==> src/rtl/alu_sequencer.sv <==
`default_nettype none
// ============================================================================
// Module   : alu_sequencer
// Purpose  : Issue controller for the ALU. Takes a request, runs the selected
//            operation for its execute window, then returns the captured result.
// Revision : 1.0
// ============================================================================
module alu_sequencer #(
    parameter int WIDTH      = 32,
    parameter int MUL_CYCLES = 1,
    parameter int DIV_CYCLES = 32
) (
    input  logic             clk_i,
    input  logic             clr_i,
    input  logic             req_valid_i,
    output logic             req_ready_o,
    input  logic [3:0]       req_op_i,
    input  logic [WIDTH-1:0] req_a_i,
    input  logic [WIDTH-1:0] req_b_i,
    output logic [WIDTH-1:0] alu_a_o,
    output logic [WIDTH-1:0] alu_b_o,
    output logic [11:0]      alu_select_o,
    input  logic [WIDTH-1:0] alu_z_i,
    input  logic [WIDTH-1:0] alu_hi_i,
    input  logic [WIDTH-1:0] alu_lo_i,
    output logic             rsp_valid_o,
    input  logic             rsp_ready_i,
    output logic [WIDTH-1:0] rsp_z_o,
    output logic [WIDTH-1:0] rsp_hi_o,
    output logic [WIDTH-1:0] rsp_lo_o,
    output logic             rsp_wide_o,
    output logic             rsp_err_o
);

    localparam int MAX_CYC = (MUL_CYCLES > DIV_CYCLES) ? MUL_CYCLES : DIV_CYCLES;
    localparam int CNT_W   = (MAX_CYC > 1) ? $clog2(MAX_CYC) : 1;

    typedef enum logic [1:0] {
        S_IDLE = 2'd0,
        S_EXEC = 2'd1,
        S_DONE = 2'd2
    } state_t;

    state_t             state_q, state_d;
    logic               up_q;
    logic [3:0]         op_q, op_d;
    logic [WIDTH-1:0]   a_q, a_d, b_q, b_d;
    logic [CNT_W-1:0]   cnt_q, cnt_d;
    logic [WIDTH-1:0]   z_q, z_d, hi_q, hi_d, lo_q, lo_d;
    logic               wide_q, wide_d, err_q, err_d;
    logic               w_accept;
    logic               w_op_wide;

    // up_q keeps req_ready low until the first edge after reset release
    assign req_ready_o = up_q && ((state_q == S_IDLE) ||
                                  ((state_q == S_DONE) && rsp_ready_i));
    assign w_accept    = req_valid_i && req_ready_o;
    assign w_op_wide   = (op_q == 4'd8) || (op_q == 4'd9);

    assign alu_a_o     = a_q;
    assign alu_b_o     = b_q;
    assign rsp_valid_o = (state_q == S_DONE);
    assign rsp_z_o     = z_q;
    assign rsp_hi_o    = hi_q;
    assign rsp_lo_o    = lo_q;
    assign rsp_wide_o  = wide_q;
    assign rsp_err_o   = err_q;

    always_comb begin
        state_d      = state_q;
        op_d         = op_q;
        a_d          = a_q;
        b_d          = b_q;
        cnt_d        = cnt_q;
        z_d          = z_q;
        hi_d         = hi_q;
        lo_d         = lo_q;
        wide_d       = wide_q;
        err_d        = err_q;
        alu_select_o = '0;

        case (state_q)
            S_EXEC: begin
                alu_select_o = 12'b1 << op_q;
                if (cnt_q == '0) begin
                    z_d     = w_op_wide ? '0 : alu_z_i;
                    hi_d    = w_op_wide ? alu_hi_i : '0;
                    lo_d    = w_op_wide ? alu_lo_i : '0;
                    wide_d  = w_op_wide;
                    err_d   = 1'b0;
                    state_d = S_DONE;
                end else begin
                    cnt_d = cnt_q - 1'b1;
                end
            end
            S_DONE: begin
                if (rsp_ready_i) begin
                    state_d = S_IDLE;
                end
            end
            default: ;
        endcase

        // Acceptance only happens in IDLE or while DONE is being consumed
        if (w_accept) begin
            op_d = req_op_i;
            a_d  = req_a_i;
            b_d  = req_b_i;
            if (req_op_i >= 4'd12) begin
                z_d     = '0;
                hi_d    = '0;
                lo_d    = '0;
                wide_d  = 1'b0;
                err_d   = 1'b1;
                cnt_d   = '0;
                state_d = S_DONE;
            end else begin
                if (req_op_i == 4'd8) begin
                    cnt_d = CNT_W'(MUL_CYCLES - 1);
                end else if (req_op_i == 4'd9) begin
                    cnt_d = CNT_W'(DIV_CYCLES - 1);
                end else begin
                    cnt_d = '0;
                end
                state_d = S_EXEC;
            end
        end
    end

    always_ff @(posedge clk_i or negedge clr_i) begin
        if (!clr_i) begin
            state_q <= S_IDLE;
            up_q    <= 1'b0;
            op_q    <= '0;
            a_q     <= '0;
            b_q     <= '0;
            cnt_q   <= '0;
            z_q     <= '0;
            hi_q    <= '0;
            lo_q    <= '0;
            wide_q  <= 1'b0;
            err_q   <= 1'b0;
        end else begin
            state_q <= state_d;
            up_q    <= 1'b1;
            op_q    <= op_d;
            a_q     <= a_d;
            b_q     <= b_d;
            cnt_q   <= cnt_d;
            z_q     <= z_d;
            hi_q    <= hi_d;
            lo_q    <= lo_d;
            wide_q  <= wide_d;
            err_q   <= err_d;
        end
    end

endmodule
`default_nettype wire

==> config.mk <==
export PLATFORM = sky130hd
export DESIGN_NAME = alu_sequencer
export DESIGN_NICKNAME = d
export VERILOG_FILES = /design/src/rtl/alu_sequencer.sv
export SDC_FILE = /design/constraint.sdc
export NUM_CORES = 1
export LEC_CHECK = 0
export ABC_CLOCK_PERIOD_IN_PS = 4450
export BUFFER_PORTS_ARGS = -buffer_cell sky130_fd_sc_hd__buf_2
export CORE_MARGIN = 8
export CORE_UTILIZATION = 45
export CTS_CLUSTER_DIAMETER = 200
export DETAILED_ROUTE_END_ITERATION = 8
export GPL_TIMING_DRIVEN = 0
export PLACE_DENSITY = 0.75
export SYNTH_ARGS = -nofsm -noshare
export SYNTH_HDL_FRONTEND = slang
export SYNTH_SLANG_ARGS = --single-unit
==> constraint.sdc <==
create_clock -name clk_i -period 4.45 [get_ports clk_i]
set_clock_uncertainty 0.15 [all_clocks]
set_input_delay 0.445 -clock clk_i [delete_from_list [all_inputs] [get_ports clk_i]]
set_output_delay 0.445 -clock clk_i [all_outputs]
set_load 0.02 [all_outputs]
=== Word-level counts from Yosys, hierarchy flattened ===
Index checks and enable logic that the tools add are counted.
W data, S select, Z words.

* Bits in registers: 174
* Input port bits: 168
* Logic and storage cells: 69

* Add/subtract/negate cells: 1
* Order comparisons: 1
* Equality and inequality tests: 9
* Shift operators: 1
* Multiplexer cells: 35
* Reductions and logical operators: 11

{| class="wikitable"
|+ Operator list
! kind !! count
|-
| $mux W32 || 15
|-
| $mux W5 || 6
|-
| $eq A4 B4 Y1 const B || 4
|-
| $mux W12 || 1
|-
| $shl A1 B4 Y12 const A || 1
|-
| $mux W1 || 8
|-
| $mux W2 || 4
|-
| $logic_not A5 Y1 || 1
|-
| $sub A5 B1 Y5 const B || 1
|-
| $ge A4 B4 Y1 const B || 1
|-
| $pmux W2 S2 || 1
|-
| $logic_and A1 B1 Y1 || 3
|-
| $ne A3 B1 Y1 const B || 1
|-
| $ne A3 B3 Y1 const B || 1
|-
| $reduce_and A3 Y1 || 1
|-
| $reduce_bool A3 Y1 || 1
|-
| $eq A2 B1 Y1 const B || 1
|-
| $eq A2 B2 Y1 const B || 1
|-
| $logic_not A2 Y1 || 1
|-
| $logic_or A1 B1 Y1 || 2
|-
| $ne A2 B2 Y1 const B || 1
|-
| $reduce_and A2 Y1 || 1
|-
| $reduce_bool A2 Y1 || 1
|}

=== Longest topological paths before layout ===
* Depth after elaboration: 7
* Depth in mapped cells: 9
* Mapped depth without buffers: 6

=== Worst setup path after synthesis ===
OpenSTA, ideal clock, no wires.

* Path type: flip-flop to output port
* Start: register state_q[1]
* End: output alu_select_o[0]
* Arrival: 1.671 ns
* Setup slack: 2.184 ns
* Cell stages (with the launch flop): 5
* Buffers on the path: 0
* Path through: dfrtp_1 -> inv_1 -> ha_1 -> or3b_2 -> nor3_1

* Cells in the longest elaborated chain, start to end: 2

{| class="wikitable"
|+ RTL lines
! what !! RTL line !! text
|-
| from (decl) || 44 || <nowiki>state_t state_q, state_d;</nowiki>
|-
| from (signal assigned) || 144 || <nowiki>state_q <= state_d;</nowiki>
|-
| $eq A2 B1 Y1 || 82 || <nowiki>case (state_q)</nowiki>
|-
| $mux W12 || 82 ||
|-
| to (decl) || 22 || <nowiki>output logic [11:0] alu_select_o,</nowiki>
|}

No other way between the ends.

=== Worst setup path in the final report ===
Same ends and word-level chain as after synthesis.

==> results_dict.tcl <==
set metrics [dict create \
    nFillCells 1390 \
    grt_pass1_vias 7010 \
    hp-class "primary input to register" \
    grt_max_degree 111 \
    cts.sinks 174 \
    peakVddDrop_uv 412 \
    place_inst 1353 \
    met3_usage_pct 9.29 \
    layout-drive-gt1-share_pct 33.7 \
    grt.total_usage_pct 23.6 \
    drt-initial-drc-count 472 \
    drv_slew 0 \
    firstDrtPassIters 5 \
    die_h_um 143 \
    critical_path_class "register to primary output" \
    cts_resized 0 \
    final_nets 1329 \
    total_leakage_power_nw 5.29 \
    htreeDepth 4 \
    antenna_found_initial 5 \
    syn_area_per_cell_um2 9.09 \
    cts_tree "done" \
    rsz0062_at_grt "no" \
    grt.busiest_layer "met2" \
    die_w_um 143 \
    start_util_pct 45.7 \
    cts_root_buffer "clkbuf_16" \
    required_ns 3.86 \
    path_cells "inv_1 -> ha_1 -> or3b_2 -> nor3_1 -> buf_2" \
    crit_fanout 8 \
    syn_inst 793 \
    yosys_warnings 0 \
    io_buffers 343 \
    start_kind "register" \
    gr-usage-met2_pct 38.8 \
    dieArea_mm2 0.0203 \
    routed_wl_mm 24.2 \
    fmaxAchievable_mhz 374 \
    finalCritPeriodShare_pct 60.1 \
    cp_slowest_cell "or3b_2" \
    crit_family "simple AND/OR/NAND/NOR gates" \
    p_per_area_mw_per_mm2 736 \
    hold_viol 0 \
    synth_nets 965 \
    overflow 0 \
    rows 46 \
    netlist_area_mm2 0.00721 \
    use_met1_pct 26.9 \
    postRouteAntennaNets 0 \
    gp_congestion 0.892 \
    fin_util_pct 62.3 \
    fin_cells 1388 \
    worst-path-buf-inv 2 \
    synth-seq-cells 174 \
    rrSetupSlack_ns 1.83 \
    syn2layout_area_growth_pct 36.2 \
    drv_cap 0 \
    num_io_pins 344 \
    status "complete, no violations" \
    cts_buffer_depth 2 \
    cts_buffers 17 \
    fin_crit_ns 2.67 \
    synth_cell_types 37 \
    crit_path_end_kind "primary output" \
    dr_total_vias 6868 \
    path_clk_slew_ns 0.07 \
    routedWlPerCell_um 17.4 \
    grt_pass1_wl_mm 37.4 \
    via_per_inst 4.95 \
    core_area_mm2 0.0158 \
    worst_slew_pin_slew_ns 0.617 \
    max_stage_delay_ns 0.53 \
    synth_seq_area_share_pct 60.4 \
    slew_headroom_pct 58.6 \
    insertion_delay_ns 0.42 \
    finalSetupViolCount 0 \
    drc 0 \
    hpwlAfterDp_mm 18.5 \
    worst_ep_arrival_time_ns 2.08 \
]
timing repair:
item / CTS / global route
hold buffers: 1 / 0
endpoints found under the hold margin: 64 / 0
buffers inserted: 0 / 0
report_power, final:
| group | total (mW) | internal [mW] | switching [mW] |
|---|---|---|---|
| Sequential | 2.73 | 2.32 | 0.411 |
| Combinational | 3.04 | 0.996 | 2.05 |
| Clock | 1.45 | 0.828 | 0.625 |
| Total | 7.23 | 4.14 | 3.08 |
metal layers:
layer,vias to the layer above,share of wire [%]
met3,39,11
met1,3196,38
met5,-,0.13
met4,4,2.1
li1,3327,-
met2,302,49
worst register-to-register path, stage by stage (launching register included):
cell	delay, ns
dfrtp_1	0.40
inv_1	0.11
ha_1	0.21
a21oi_1	0.12
or2_1	0.23
buf_2	0.20
nor2_4	0.28
buf_4	0.24
clkbuf_1	0.43
a21oi_1	0.12
final timing paths:
kind / start / to / cells after the start
setup / recovery: state_q[1] / alu_select_o[0] / 5
hold / removal: req_a_i[18] / alu_a_o[18] / 3
setup reg to reg: state_q[0] / rsp_z_o[19] / 9
hold reg to reg: alu_b_o[10] / alu_b_o[10] / 2
max in group asynchronous: clr_i / alu_b_o[30] / 3
min in group asynchronous: clr_i / rsp_z_o[19] / 2
Yosys cell counts (all sizes together):
master | count | share of area [%]
nand2 | 308 | 16
dfrtp | 174 | 60
a21oi | 100 | 6.9
nand3 | 66 | 4.6
clkbuf | 38 | 2.0
nand3b | 34 | 3.5
buf | 20 | 1.5
nor2 | 12 | 0.73
inv | 5 | 0.26
o21ai | 5 | 0.35
ha | 4 | 0.69
nor3 | 4 | 0.28
a22oi | 2 | 0.21
nand2b | 2 | 0.17
nor2b | 2 | 0.17
a21boi | 1 | 0.10
a21o | 1 | 0.10
a22o | 1 | 0.12
a32o | 1 | 0.14
and2 | 1 | 0.087
and3 | 1 | 0.087
conb | 1 | 0.052
nor3b | 1 | 0.17
nor4 | 1 | 0.30
nor4bb | 1 | 0.14
o31ai | 1 | 0.10
or2 | 1 | 0.087
or3b | 1 | 0.12
or4 | 1 | 0.10
or4b | 1 | 0.14
xnor2 | 1 | 0.12
xor2 | 1 | 0.12
final cells by class:
cell class	instances	area (um2)	area share [%]
multi-input combinational	556	2580	26.3
sequential	174	4350	44.4
timing repair buffer	345	1760	18.0
tap	216	270	2.75
clock buffer	18	429	4.37
clock inverter	13	139	1.41
inverter	5	18.8	0.191
antenna	3	7.51	0.0765
buffer	58	250	2.55
cell families (layout without fill, tap and decap cells):
kind of cell / Yosys count / after routing / synth area share [%]
flip-flops: 174 / 174 / 60.4
other: 1 / 4 / 0.0520
AO/OA/AOI/OAI: 112 / 112 / 8.07
buffers and inverters: 63 / 439 / 3.73
adder cells (fa/ha/maj): 4 / 4 / 0.694
AND/OR/NAND/NOR: 437 / 437 / 26.8
XOR/XNOR: 2 / 2 / 0.243
flip-flops by register name, indices dropped and copies added (netlist names):
| name | flops |
|---|---|
| state_q | 2 |
| rsp_z_o | 32 |
| up_q | 1 |
| rsp_hi_o | 32 |
| alu_b_o | 32 |
| rsp_lo_o | 32 |
| rsp_err_o | 1 |
| cnt_q | 5 |
| alu_a_o | 32 |
| op_q | 4 |
| rsp_wide_o | 1 |
metrics by stage:
stage | power, mW | setup TNS, ns | hold slack, ns | setup slack (ns) | cell area [um2]
floorplan | 4.55 | 0 | -0.000591 | 2.18 | 7210
global placement | 5.74 | -2.24 | 0.302 | -0.0292 | 9190
detailed placement | 5.82 | 0 | 0.271 | 1.87 | 9230
CTS | 7.30 | 0 | 0.0363 | 1.74 | 9810
global route | 7.69 | 0 | 0.0486 | 1.64 | 9820
finish | 7.23 | 0 | 0.0612 | 1.78 | 9820
layout by cell type, fill, tap and decap left out, types with 6 or more instances in the layout:
cell type / n
a21oi_1: 100
dfrtp_1: 174
nor2_1: 11
clkbuf_16: 17
nand2_1: 307
buf_2: 353
nand3_1: 66
clkbuf_1: 39
nand3b_1: 34
buf_1: 6
Power figures use the tool's default switching activity.
